File: config.mk
export PLATFORM = sky130hd
export DESIGN_NAME = div_32_3_stream
export DESIGN_NICKNAME = d
export VERILOG_FILES = /design/src/rtl/div_const_pkg.sv /design/src/rtl/div_32_3.sv /design/src/rtl/div_32_3_stream.sv
export SDC_FILE = /design/constraint.sdc
export NUM_CORES = 1
export LEC_CHECK = 0
export ABC_AREA = 1
export CORE_ASPECT_RATIO = 1.4
export CORE_MARGIN = 3
export CORE_UTILIZATION = 60
export CTS_CLUSTER_DIAMETER = 100
export DETAILED_ROUTE_END_ITERATION = 12
export HOLD_SLACK_MARGIN = 0.1
export PLACE_DENSITY_LB_ADDON = 0.05
export RECOVER_POWER = 100
export SLEW_MARGIN = 20
export SYNTH_ARGS = -nofsm -noshare
export SYNTH_HDL_FRONTEND = slang
export SYNTH_HIERARCHICAL = 1
export SYNTH_SLANG_ARGS = --single-unit
export TNS_END_PERCENT = 100
File: constraint.sdc
create_clock -name clk -period 20.8 [get_ports clk]
set_input_delay 4.16 -clock clk [delete_from_list [all_inputs] [get_ports clk]]
set_output_delay 4.16 -clock clk [all_outputs]
set_load 0.02 [all_outputs]
File: src/rtl/div_const_pkg.sv
// Shared widths and the divisor constant for the divide-by-3 stream.
package div_const_pkg;
  localparam int DIV_W = 32;
  localparam int Q_W   = 31;
  localparam int R_W   = 2;
  localparam int CNT_W = 16;
  localparam logic [DIV_W-1:0] DIVISOR = 32'd3;
endpackage

File: src/rtl/div_32_3.sv
// Combinational 32-bit divide by the constant 3 via a restoring long division.
module div_32_3
  import div_const_pkg::*;
(
  input  logic [DIV_W-1:0] x,
  output logic [Q_W-1:0]   q
);

  localparam logic [2:0] D3 = 3'(DIVISOR);

  logic [1:0] rem;
  logic [2:0] t;

  // The MSB alone never reaches 3, so it seeds the partial remainder
  // and the quotient is only 31 bits wide.
  always_comb begin
    q   = '0;
    t   = '0;
    rem = {1'b0, x[DIV_W-1]};
    for (int i = Q_W - 1; i >= 0; i--) begin
      t = {rem, x[i]};
      if (t >= D3) begin
        q[i] = 1'b1;
        rem  = 2'(t - D3);
      end else begin
        rem  = t[1:0];
      end
    end
  end

endmodule

File: src/rtl/div_32_3_stream.sv
// Two-stage valid/ready pipeline producing floor(x/3) and x mod 3,
// with an optional remainder self-check and a delivered-result counter.
module div_32_3_stream
  import div_const_pkg::*;
#(
  parameter bit CHECK_EN = 1'b1
) (
  input  logic             clk,
  input  logic             rst_n,
  input  logic             in_valid,
  output logic             in_ready,
  input  logic [DIV_W-1:0] in_x,
  output logic             out_valid,
  input  logic             out_ready,
  output logic [Q_W-1:0]   out_q,
  output logic [R_W-1:0]   out_r,
  output logic             err,
  output logic [CNT_W-1:0] res_cnt
);

  logic [DIV_W-1:0] x1;
  logic             v1;
  logic [Q_W-1:0]   q2;
  logic [R_W-1:0]   r2;
  logic             v2;

  logic [Q_W-1:0]   q_calc;
  logic [DIV_W-1:0] d_calc;
  logic             s1_load;
  logic             s2_load;
  logic             out_xfer;

  div_32_3 u_div (
    .x (x1),
    .q (q_calc)
  );

  assign d_calc = x1 - DIVISOR * {1'b0, q_calc};

  assign in_ready = !v1 || !v2 || out_ready;
  assign s1_load  = in_valid && in_ready;
  assign s2_load  = v1 && (!v2 || out_ready);
  assign out_xfer = v2 && out_ready;

  assign out_valid = v2;
  assign out_q     = q2;
  assign out_r     = r2;

  always_ff @(posedge clk or negedge rst_n) begin
    if (!rst_n) begin
      x1 <= '0;
      v1 <= 1'b0;
    end else if (s1_load) begin
      x1 <= in_x;
      v1 <= 1'b1;
    end else if (s2_load) begin
      v1 <= 1'b0;
    end
  end

  // S2 either takes the S1 result or drains when its result is consumed.
  always_ff @(posedge clk or negedge rst_n) begin
    if (!rst_n) begin
      q2 <= '0;
      r2 <= '0;
      v2 <= 1'b0;
    end else if (s2_load) begin
      q2 <= q_calc;
      r2 <= d_calc[R_W-1:0];
      v2 <= 1'b1;
    end else if (out_xfer) begin
      v2 <= 1'b0;
    end
  end

  always_ff @(posedge clk or negedge rst_n) begin
    if (!rst_n) begin
      res_cnt <= '0;
    end else if (out_xfer) begin
      res_cnt <= res_cnt + 1'b1;
    end
  end

  generate
    if (CHECK_EN) begin : g_check
      logic chk_bad;
      assign chk_bad = (d_calc[DIV_W-1:R_W] != '0) || (d_calc[R_W-1:0] == 2'd3);

      always_ff @(posedge clk or negedge rst_n) begin
        if (!rst_n) begin
          err <= 1'b0;
        end else if (s2_load && chk_bad) begin
          err <= 1'b1;
        end
      end
    end else begin : g_no_check
      assign err = 1'b0;
    end
  endgenerate

endmodule

Word-level counts from Yosys, hierarchy flattened
Cells that the tools add are included.

storage, ports and cells
  output and inout port bits = 52
  logic and storage cells = 150
  register bits after elaboration = 84

cells by class
  multiply operators = 1
  magnitude comparators = 31
  equal/unequal tests = 1
  reductions and logical operators = 13
  muxes and demuxes = 65
  add/subtract/negate cells = 32

operator list
  operator               count
  $ge 3x2->1 const B     30
  $mux 2                 30
  $sub 2x2->2 const B    30
  $mux 1                 35
  $mul 2x31->32 const A  1
  $sub 32x32->32         1
  $reduce_bool 30->1     1
  $add 16x1->16 const B  1
  $logic_and 1x1->1      4
  $logic_or 1x1->1       4
  $reduce_bool 2->1      2
  $eq 2x2->1 const B     1
  $ge 2x2->1 const B     1
  $logic_not 1->1        2

Depth between registers and ports, before layout
  depth in word-level cells = 67
  mapped depth = 195
  mapped depth without buffers = 195

By module
The synthesis kept the hierarchy.

by module, submodules not included
  module           area an instance (um2)  cells an instance  sequential area each (um2)  instances
  div_32_3_stream  6596.3                  877                2102.0                      1
  div_32_3         2551.2                  464                0.0                         1

Worst setup path after synthesis
OpenSTA, ideal clock, no wires.

  path kind = reg2reg
  start point = register x1[30]
  end point = register err
  arrival time = 18473 ps
  stages on the path, launching flop included = 174
  buffers on the path = 0
  library setup time = 116 ps
  slack = 2210 ps
  cells stage by stage = dfrtp_1 > inv_1 > nor2_1 > ha_1 > nor2_4 > nand2_2 > nand2_1 > nand2_2 > ha_1 > inv_1 > nand2_1 > nor2_4 > o21ai_1 > ha_1 > inv_1 > nand3_1 > nand2_1 > nand2_1 > (+138 left out) > nand2_1 > inv_1 > nand2_1 > nand2_2 > nand2_2 > nand2_2 > nand2_1 > nand2_1 > nand2_1 > nand2_1 > nand2_1 > nand2_1 > nor2_1 > nand2_1 > nor2_1 > nand3_1 > nand2_1 > nand2_1

RTL lines
  what                                       RTL line                        source
  from (decl)                                div_32_3_stream.sv:21           logic [DIV_W-1:0] x1;
  from (signal assigned)                     div_32_3_stream.sv:54           x1 <= in_x;
  $sub 2x2->2 or $ge 2x2->1 (tied branches)  div_32_3.sv:24, div_32_3.sv:22
  $mux 2 *                                   div_32_3.sv:22                  if (t >= D3) begin
  $ge 3x2->1 *                               div_32_3.sv:22
  $mux 1 *                                   div_32_3.sv:22
  net q_calc[29]                             div_32_3_stream.sv:27           logic [Q_W-1:0] q_calc;
  $mul 2x31->32 *                            div_32_3_stream.sv:38           assign d_calc = x1 - DIVISOR * {1'b0, q_calc};
  $sub 32x32->32 *                           div_32_3_stream.sv:38
  $reduce_bool 30->1 *                       div_32_3_stream.sv:87           assign chk_bad = (d_calc[DIV_W-1:R_W] != '0) || (d_calc[R_W-1:0] == 2'd3);
  $logic_or 1x1->1 *                         div_32_3_stream.sv:87
  $logic_and 1x1->1 *                        div_32_3_stream.sv:92           end else if (s2_load && chk_bad) begin
  to (signal assigned)                       div_32_3_stream.sv:91           err <= 1'b0;
  to (signal assigned)                       div_32_3_stream.sv:93           err <= 1'b1;
  to (decl)                                  div_32_3_stream.sv:17           output logic err,

Mark *: on every way through the listed nets, which the timed path passes. The rest lies on a longest branch.
A chain may end at the register's enable or synchronous reset.

Worst setup path in the final report
Ends and elaborated chain as after synthesis.

==> reports/metrics.cfg <==
[outcome]
outcome=complete, but fails checks
violations=max-capacitance violations, max-slew violations

[detailed_routing]
dr.pass1.iters=5
drcViolationCount=0
post_drt_wl_per_cell_um=12.5
totalWireLength_mm=20.8
vias=8595
detail-route-antenna-nets=0
viasPerCell=5.17
dr.first_iter.drc_count=449

[worst_setup_path]
cpMostUsedCell=nand2_2
worstSetupStartpointType=flip-flop
required_ns=21.04
reg2regPathDepth=186
worst-path-max-fanout=4
cpPeakStageDelay_ns=0.40
crit_slowest_cell=dfrtp_1
crit_type=flip-flop to flip-flop
cp.arrival_ns=19.65
end_kind=flip-flop

[hold_path]
hold_path_depth=2
hold_path_class=flip-flop to flip-flop

[floorplanning]
rows=52
dieArea_um2=16800
fp.dieH_um=152
io_pins=88
core_um2=14700
die_x_um=110
start_util=0.622

[cells_and_area]
nNetsFinal=1598
syn_to_final_growth_pct=20.1
fill_cells=1240
regArea_um2=2100
final_util=0.747
diodes=0
drive_above_1_share=0.194
final_area_um2=11000
final_cell_count_no_fill=1661
multi_input_area_um2=6120

[logic_synthesis]
async_flop_share=1.00
synth-simple-area-share=0.367
ys_types=35
synth_top_cells_by_area=dfrtp_1, nand2_1, inv_1
post-synth-top-area-cell=dfrtp_1
synthMuxAreaShare=0.0382
synthCells=1341
synth-compound-area-share=0.0665
syn_area_per_cell_um2=6.82
synth_ff_type=dfrtp_1
syn-num-nets=1472
synthXorXnorAreaFrac=0.0220
yosysSeqAreaShare=0.230
synth_common_cells=nand2_1, inv_1, dfrtp_1, nand2_2, ha_1
synth_area_um2=9150
yosys_warnings=6
synth-adder-area-share=0.155
synth_top_area_share=0.230
synth_top_family_by_area=simple AND/OR/NAND/NOR gates
synth.most_common_cell=nand2_1
synth_edf_count=0
synth-seq-cells=84

[global_routing]
grt_overflow_total=0
grt_pass1_wl_mm=34.7
antenna_found_initial=0
use_met2=0.472
grt_max_degree=66
grt_use_met1=0.277
grt_pass1_vias=8145
grt.total_usage=0.248
grt_most_used_layer=met2
use_met3=0.0272

[placement]
dp.cells=1609
placed_area_um2=10200
gp_routability_congestion=0.945
hpwl_mm=16.0
io_buffers=87

[sta]
finalCritPeriodShare=0.933
finalHoldViolCount=0
worstMarginPinSlew_ns=2.70
fin_skew_ns=0.0141
fmax_ghz=0.0515
relSlewSlack=-0.803
maxSlewViolCount=122
finalCriticalPeriod_ns=19.41
setup_viol=0

[cts]
cts_buffers=9
htreeDepth=3
cts_tree=done
path_clk_slew_ns=0.07
clockBufferDepth=2
cts.sinks=84
cts_root_buf=clkbuf_16
insertion_delay_ns=0.35

[job]
drv_cap=3

worst max-delay path: cells and delay by family, from the launching register on:
kind,cells,cell delay [ns]
flip-flops,1,0.40
buffers and inverters,37,2.52
AO/OA/AOI/OAI,4,0.40
AND/OR/NAND/NOR,113,10.04
XOR/XNOR,1,0.28
adder cells (fa/ha/maj),31,5.57
cells in the final DEF, fill, tap and decap left out, drive strengths merged, types with 36 or more instances in the layout:
cell type    synthesis  layout
nand3               72      72
a21oi               42      42
o21ai               51      51
inv                285     287
dfrtp               84      84
buf                  4      36
dlygate4sd3          0      52
nand4               47      47
nand2              494     494
ha                  65      65
nor2                77      77
flip-flops by register name (all words and copies together) (netlist names):
| signal | flops |
|---|---|
| out_valid | 1 |
| x1 | 32 |
| out_q | 31 |
| err | 1 |
| out_r | 2 |
| v1 | 1 |
| res_cnt | 16 |
cell type report:
type / instances / share of cell area
multi-input combinational: 962 / 0.557
sequential: 84 / 0.192
timing repair buffer: 125 / 0.104
inverter: 285 / 0.0974
tap: 189 / 0.0215
clock buffer: 9 / 0.0205
clock inverter: 7 / 0.00741
metrics by stage:
stage	TNS (ns)	worst slack, ns	hold slack (ns)
global route	-0.492	-0.492	0.485
CTS	0	0.000894	0.475
floorplan	0	2.21	0.510
global placement	0	0.747	0.447
detailed placement	0	0.0978	0.459
finish	0	1.39	0.463
repair_timing:
action | 4_1_cts | 5_1_grt
endpoints found under the setup margin | 0 | 5
hold buffers | 0 | 0
resized for setup | 0 | 89
setup buffers | 0 | 36
layer usage:
layer  vias up  routed length, um
met1      4005               8330
met2       127              11500
met5         -                  0
li1       4416                  -
met3        47                443
met4         0                524
kinds of logic after synthesis:
family / count (synthesis)
mux: 31
simple gates: 712
xor+xnor: 23
fa+ha+maj: 95
buf+inv: 295
flops: 84
compound gates: 101
path summary, 6_finish.rpt:
check / startpoint / endpoint / slack, ns
worst max-delay path: x1[30]$_DFFE_PN0P_ / err$_DFFE_PN0P_ / 1.39
worst min-delay path: err$_DFFE_PN0P_ / err$_DFFE_PN0P_ / 0.46
worst max register to register: x1[30]$_DFFE_PN0P_ / err$_DFFE_PN0P_ / 1.39
worst min register to register: err$_DFFE_PN0P_ / err$_DFFE_PN0P_ / 0.46
max in group asynchronous: rst_n / x1[31]$_DFFE_PN0P_ / 13.01
min in group asynchronous: rst_n / out_q[11]$_DFFE_PN0P_ / 4.28
Power is not shown: default switching activity piles up to over one toggle a cycle in this logic, so the estimate is an artifact.
